$ cat config.mk
export PLATFORM = sky130hd
export DESIGN_NAME = espirometro_param_capture
export DESIGN_NICKNAME = d
export VERILOG_FILES = /design/src/rtl/espirometro_pkg.sv /design/src/rtl/espirometro_chan_acc.sv /design/src/rtl/espirometro_param_capture.sv
export SDC_FILE = /design/constraint.sdc
export NUM_CORES = 1
export LEC_CHECK = 0
export ABC_CLOCK_PERIOD_IN_PS = 2800
export BUFFER_PORTS_ARGS = -buffer_cell sky130_fd_sc_hd__buf_4
export CAP_MARGIN = 10
export CORE_ASPECT_RATIO = 0.8
export CORE_MARGIN = 2
export CORE_UTILIZATION = 41
export CTS_CLUSTER_SIZE = 20
export DETAILED_ROUTE_END_ITERATION = 10
export GPL_TIMING_DRIVEN = 0
export HOLD_SLACK_MARGIN = 0.06
export SYNTH_ARGS = -nofsm -noshare
export SYNTH_HDL_FRONTEND = slang
export SYNTH_SLANG_ARGS = --single-unit
$ cat constraint.sdc
create_clock -name iClk -period 2.8 [get_ports iClk]
set_input_delay 0.56 -clock iClk [delete_from_list [all_inputs] [get_ports iClk]]
set_output_delay 0.56 -clock iClk [all_outputs]
set_load 0.02 [all_outputs]
$ cat src/rtl/espirometro_pkg.sv
// Shared definitions for the spirometer patient-parameter capture block:
// capture FSM states, global system-state encodings and default bounds.
package espirometro_pkg;

  // Capture FSM states
  typedef enum logic [1:0] {
    ST_IDLE  = 2'd0,
    ST_ACCUM = 2'd1,
    ST_DONE  = 2'd2
  } state_t;

  // Global spirometer state machine encodings (ivStateMachine)
  localparam logic [1:0] SYS_CAPTURE = 2'd0;
  localparam logic [1:0] SYS_MEASURE = 2'd1;
  localparam logic [1:0] SYS_REPORT  = 2'd2;
  localparam logic [1:0] SYS_FAULT   = 2'd3;

  // Default legal range for a captured patient parameter
  localparam logic [7:0] DEF_MIN_VAL = 8'd10;
  localparam logic [7:0] DEF_MAX_VAL = 8'd250;

endpackage

$ cat src/rtl/espirometro_chan_acc.sv
// Per-channel accumulator and shift-divide for the parameter capture block.
// Sums 2^LOG2_SAMPLES samples; on the final sample the truncated average of
// (accumulator + incoming sample) is loaded into the output register.
// Range comparators are only built when ESPIROMETRO_RANGE_CHECK_EN is defined.
module espirometro_chan_acc
  import espirometro_pkg::*;
#(
  parameter int             WIDTH        = 8,
  parameter int             LOG2_SAMPLES = 2,
  parameter logic [WIDTH-1:0] MIN_VAL    = DEF_MIN_VAL,
  parameter logic [WIDTH-1:0] MAX_VAL    = DEF_MAX_VAL
) (
  input  logic             iClk,
  input  logic             iReset,
  input  logic             i_clear,
  input  logic             i_add,
  input  logic             i_load,
  input  logic [WIDTH-1:0] i_data,
  output logic [WIDTH-1:0] o_avg,
  output logic             o_range_err
);

  // Wide enough for 2^LOG2_SAMPLES full-scale samples, so it never wraps
  localparam int ACC_W = WIDTH + LOG2_SAMPLES;

  logic [ACC_W-1:0] r_acc;
  logic [WIDTH-1:0] r_avg;
  logic [ACC_W-1:0] w_sum;
  logic [WIDTH-1:0] w_avg_next;

  // The final sample is folded in combinationally so the average loads
  // on the very edge that accepts it.
  assign w_sum      = r_acc + ACC_W'(i_data);
  assign w_avg_next = w_sum[ACC_W-1:LOG2_SAMPLES];

  // Running sum: cleared on a new capture and after completion
  always_ff @(posedge iClk or posedge iReset) begin
    if (iReset) begin
      r_acc <= '0;
    end else if (i_clear || i_load) begin
      r_acc <= '0;
    end else if (i_add) begin
      r_acc <= w_sum;
    end
  end

  // Averaged output: changes only when a capture completes
  always_ff @(posedge iClk or posedge iReset) begin
    if (iReset) begin
      r_avg <= '0;
    end else if (i_load) begin
      r_avg <= w_avg_next;
    end
  end

  assign o_avg = r_avg;

`ifdef ESPIROMETRO_RANGE_CHECK_EN
  // Flags the value about to be loaded as out of the legal range
  assign o_range_err = (w_avg_next < MIN_VAL) || (w_avg_next > MAX_VAL);
`else
  assign o_range_err = 1'b0;
`endif

endmodule

$ cat src/rtl/espirometro_param_capture.sv
// Multi-channel patient-parameter capture (weight, height, age, ...).
// A start request in the capture system state begins averaging of
// 2^LOG2_SAMPLES strobed samples per channel; leaving the capture state
// aborts. Optional range check enabled by ESPIROMETRO_RANGE_CHECK_EN.
module espirometro_param_capture
  import espirometro_pkg::*;
#(
  parameter int               WIDTH         = 8,
  parameter int               NUM_CH        = 2,
  parameter int               LOG2_SAMPLES  = 2,
  parameter logic [1:0]       CAPTURE_STATE = SYS_CAPTURE,
  parameter logic [WIDTH-1:0] MIN_VAL       = DEF_MIN_VAL,
  parameter logic [WIDTH-1:0] MAX_VAL       = DEF_MAX_VAL
) (
  input  logic                    iClk,
  input  logic                    iReset,
  input  logic                    iCE,
  input  logic                    iStart,
  input  logic [1:0]              ivStateMachine,
  input  logic [NUM_CH*WIDTH-1:0] ivData,
  output logic [NUM_CH*WIDTH-1:0] ovData,
  output logic                    oValid,
  output logic                    oBusy,
  output logic                    oError
);

  // One extra bit keeps the counter well-formed even when LOG2_SAMPLES is 0
  localparam int CNT_W = LOG2_SAMPLES + 1;
  localparam logic [CNT_W-1:0] LAST_CNT = CNT_W'((32'd1 << LOG2_SAMPLES) - 32'd1);

  state_t           r_state;
  logic [CNT_W-1:0] r_count;
  logic             r_valid;
  logic             r_busy;
  logic             r_error;

  logic              w_match;
  logic              w_start;
  logic              w_take;
  logic              w_last;
  logic              w_add;
  logic              w_load;
  logic [NUM_CH-1:0] w_ch_err;

  assign w_match = (ivStateMachine == CAPTURE_STATE);
  // A start is honoured only outside ACCUM, so a capture cannot be restarted
  assign w_start = (r_state != ST_ACCUM) && iStart && w_match;
  assign w_take  = (r_state == ST_ACCUM) && w_match && iCE;
  assign w_last  = (r_count == LAST_CNT);
  assign w_add   = w_take && !w_last;
  assign w_load  = w_take && w_last;

  // Capture sequencing with registered valid/busy flags
  always_ff @(posedge iClk or posedge iReset) begin
    if (iReset) begin
      r_state <= ST_IDLE;
      r_count <= '0;
      r_valid <= 1'b0;
      r_busy  <= 1'b0;
    end else begin
      case (r_state)
        ST_IDLE, ST_DONE: begin
          if (w_start) begin
            r_state <= ST_ACCUM;
            r_count <= '0;
            r_valid <= 1'b0;
            r_busy  <= 1'b1;
          end
        end
        ST_ACCUM: begin
          if (!w_match) begin
            // Left the capture state: discard the partial capture
            r_state <= ST_IDLE;
            r_count <= '0;
            r_busy  <= 1'b0;
          end else if (w_load) begin
            r_state <= ST_DONE;
            r_count <= '0;
            r_valid <= 1'b1;
            r_busy  <= 1'b0;
          end else if (w_add) begin
            r_count <= r_count + 1'b1;
          end
        end
        default: begin
          r_state <= ST_IDLE;
          r_count <= '0;
          r_valid <= 1'b0;
          r_busy  <= 1'b0;
        end
      endcase
    end
  end

  // Error flag follows the valid flag: cleared on start, set at completion
  always_ff @(posedge iClk or posedge iReset) begin
    if (iReset) begin
      r_error <= 1'b0;
    end else if (w_start) begin
      r_error <= 1'b0;
    end else if (w_load) begin
      r_error <= |w_ch_err;
    end
  end

  genvar gi;
  generate
    for (gi = 0; gi < NUM_CH; gi++) begin : g_chan
      espirometro_chan_acc #(
        .WIDTH        (WIDTH),
        .LOG2_SAMPLES (LOG2_SAMPLES),
        .MIN_VAL      (MIN_VAL),
        .MAX_VAL      (MAX_VAL)
      ) u_chan_acc (
        .iClk        (iClk),
        .iReset      (iReset),
        .i_clear     (w_start),
        .i_add       (w_add),
        .i_load      (w_load),
        .i_data      (ivData[gi*WIDTH +: WIDTH]),
        .o_avg       (ovData[gi*WIDTH +: WIDTH]),
        .o_range_err (w_ch_err[gi])
      );
    end
  endgenerate

  assign oValid = r_valid;
  assign oBusy  = r_busy;
  assign oError = r_error;

endmodule

==> impl_results.md <==
* Status: completed
* Sw Ratio at 28.0%
* Fraction of layout instances using a drive strength above 1 at 28.8%
* Post-synthesis sequential area ratio at 44.7%
* Residual DRC at 0
* Vias per cell at between 5 and 6
* GRT overflow at 0
* Average routed wire per standard cell at 14.4 um
* Post-synthesis cell type count at 45
* Die W at ~90 um
* Final min period at 2150 ps
* N_diodes at 0
* Routed vias at 1693
* Hold-fix buffers at CTS at 0
* Full die area at ~6400 um^2
* Power per cell area at 471 nW/um^2
* CTS tree: built
* RSZ-0062 raised after global routing: no
* CP max stage delay at slightly above 400 ps
* CTS clk-pin slew, worst paths at approximately 80 ps
* Worst path top cell family by delay: adder cells
* Nature of the critical path endpoint: flip-flop
* Overall global routing resource usage at between 10% and 20%
* FF/Latch Area at approximately 1100 um^2
* Final wirelength at between 4000 and 5000 um
* Asr flop ratio synth at 100%
* Post-placement cell area at 2760 um^2
* Flop pwr share at 49.3%
* Crit path DAT at 2330 ps
* Post-CTS setup buffers at 0
* Pint at about 0.00097 W
* Number of global-route vias before repair at 1677
* Global-route wire length before repair at between 8000 and 9000 um
* Boundary pin count at 41
* Max-slew violations at 0
* Hold Crit Class: in -> async
* GPL Wtd Cong at 0.771
* Port bufs at 39
* Post-synth EDFFs at 0
* Most used DFF post-synth: dfrtp_1
* Critical path type: reg -> reg
* Syn Area/Cell at around 11 um^2
* Combinational cell fraction of total power at between 20% and 30%
* Psw at 0.000376 W
* Post-synth top area share at 44.7%
* Top post-synthesis cells by area: dfrtp_1 (45%), ha_1 (9.0%), mux2_4 (5.7%), a22o_1 (5.6%), xnor2_1 (4.1%)
* Cell row count at 24
* Hpwl dp at about 3400 um
* Number of synthesized register bits at 42
* Clk sinks at 42
* Final Instance Area at roughly 2900 um^2
* Net Count, Synth at 250
* VDD IR max at 0.250 mV
* F_max at 466 MHz
* Netlist Area Pre-Place at 2350 um^2
* Clk_skew at just under 8 ps
* Initial DRC count at 77
* Crit share post-route at about three quarters
* Antenna violations before repair at 0
* Final net count at approximately 300
* Final setup TNS at 0 ps
* Fill cells at 531
* Worst Setup Start Kind: flip-flop
* Post-CTS Resized at 0
* Largest net degree at the start of global routing at 42
* Crit-path slowest cell: fa_1
* Root buffer cell: clkbuf_8
* Pre-antenna DRT Iters at 4
* Num CTS Buffers at 5
* Post-synth top area cell: dfrtp_1
* Clock latency at the later pin of the worst-skew pair at roughly 300 ps
* Leakage at ~1.5 nW
* Area Overhead vs Synth at 21.3%
* Max clock buf depth at 2
* Final ANT Viol Nets at 0
* Post-synthesis cell count at approximately 210
* Worst path required time at approximately 3000 ps
* Slew @ Worst Pin at 687 ps
* # H-tree levels at 2
* Die Span Y at 71.7 um
* Core area at 5500 um^2
* Clock share of power at 30.4%
* Final setup viols at 0
* Crit-path cells: ha_1 -> inv_1 -> fa_1 -> nand2b_1 -> a21oi_1 -> a31oi_1 -> xnor2_1 -> mux2_2
* Area occupied by multi-input gates at 1240 um^2
* Synth warn at 0
* Crit path buf inv count at 1
* Initial Util at 42.8%
* Fin. Hold Viols at 0
* Rel. slew slack at 53.7%
* Crit path max fanout at 3
* Max_cap viols at 0
[stage by stage]
step | utilization [%] | hold WS (ps) | std cells | power [W] | setup slack [ps]
after floorplan | - | 437 | 209 | 0.000870 | 610
after global placement | 49.9 | 465 | 326 | 0.000941 | 347
after detailed placement | 50.3 | 426 | 327 | 0.000948 | 358
after CTS | 51.9 | 100 | 335 | 0.00136 | 631
after global routing | 51.9 | 100 | 335 | 0.00143 | 528
final | 51.9 | 110 | 335 | 0.00134 | 654
[cell usage in the layout, fill, tap and decap left out, types with 3 or more instances in the layout]
cell and count:
nand2_1 12, o21ai_0 4, clkbuf_8 6, inv_1 6
dfrtp_1 42, mux2_2 3, buf_2 4, mux2_4 9
a31oi_1 8, xnor2_1 11, a21oi_1 13, a21o_1 6
nor2_1 7, o21ai_1 6, xor2_1 5, buf_4 40
a22o_1 15, ha_1 17
[layer usage]
layer / vias up / global-route usage [%] / wire length (um)
met3: 7 / 3.92 / 270
met4: 0 / 5.56 / 59
met1: 795 / 26.3 / 2580
li1: 855 / - / -
met5: - / 0 / 0
met2: 36 / 22.1 / 1910
[final timing paths]
kind | start | endpoint | slack, ps | cells after the start
max in group asynchronous | iReset | g_chan[1].u_chan_acc.o_avg[7]$_DFFE_PP0P_ | 2280 | 3
setup / recovery | g_chan[1].u_chan_acc.r_acc[0]$_DFFE_PP0P_ | g_chan[1].u_chan_acc.o_avg[4]$_DFFE_PP0P_ | 650 | 8
hold reg to reg | g_chan[0].u_chan_acc.r_acc[8]$_DFFE_PP0P_ | g_chan[0].u_chan_acc.r_acc[8]$_DFFE_PP0P_ | 470 | 1
setup reg to reg | g_chan[1].u_chan_acc.r_acc[0]$_DFFE_PP0P_ | g_chan[1].u_chan_acc.o_avg[4]$_DFFE_PP0P_ | 650 | 8
hold / removal | iReset | g_chan[1].u_chan_acc.o_avg[0]$_DFFE_PP0P_ | 110 | 2
min in group iClk | ivStateMachine[0] | r_state[0]$_DFFE_PP0P_ | 420 | 2
[power by group through the flow]
stage | Sequential, W | Clock [W] | Combinational [W]
floorplan | 0.000672 | 0 | 0.000198
global placement | 0.000674 | 0 | 0.000267
detailed placement | 0.000675 | 0 | 0.000273
CTS | 0.000663 | 0.000425 | 0.000275
global route | 0.000668 | 0.000451 | 0.000309
finish | 0.000662 | 0.000408 | 0.000273
[synth_stat cells (all sizes together), types with 3 or more instances]
library cell	count
a21o	6
a21oi	14
a22o	15
a31oi	8
and3	3
buf	6
dfrtp	42
ha	17
inv	7
mux2	12
nand2	13
nor2	8
o21ai	10
xnor2	11
xor2	5
[sequential cells by signal (all words and copies together), names as in the netlist]
name,flops
r_count,3
r_state,2
oValid,1
g_chan.u_chan_acc.r_acc,20
g_chan.u_chan_acc.o_avg,16
[logic make-up (layout without fill, tap and decap cells)]
group | after synthesis | in the layout | share of synthesized area, %
multiplexers | 12 | 12 | 7.18
XOR/XNOR | 16 | 16 | 5.96
other | 1 | 1 | 0.159
flip-flops | 42 | 42 | 44.7
AND/OR/NAND/NOR | 39 | 39 | 8.72
AO/OA/AOI/OAI | 67 | 67 | 19.8
adder cells (fa/ha/maj) | 19 | 19 | 10.7
buffers and inverters | 13 | 61 | 2.77
[cell type report]
class,count,share of cell area (%)
plain buffers,6,1.36
clock inverters,1,0.175
flip-flops and latches,42,36.8
well taps,78,3.42
clock buffers,7,3.02
multi-input cells,154,43.3
inverters,7,0.921
repair buffers,40,11.0
Note: power is estimated with default switching activity, not from simulation.
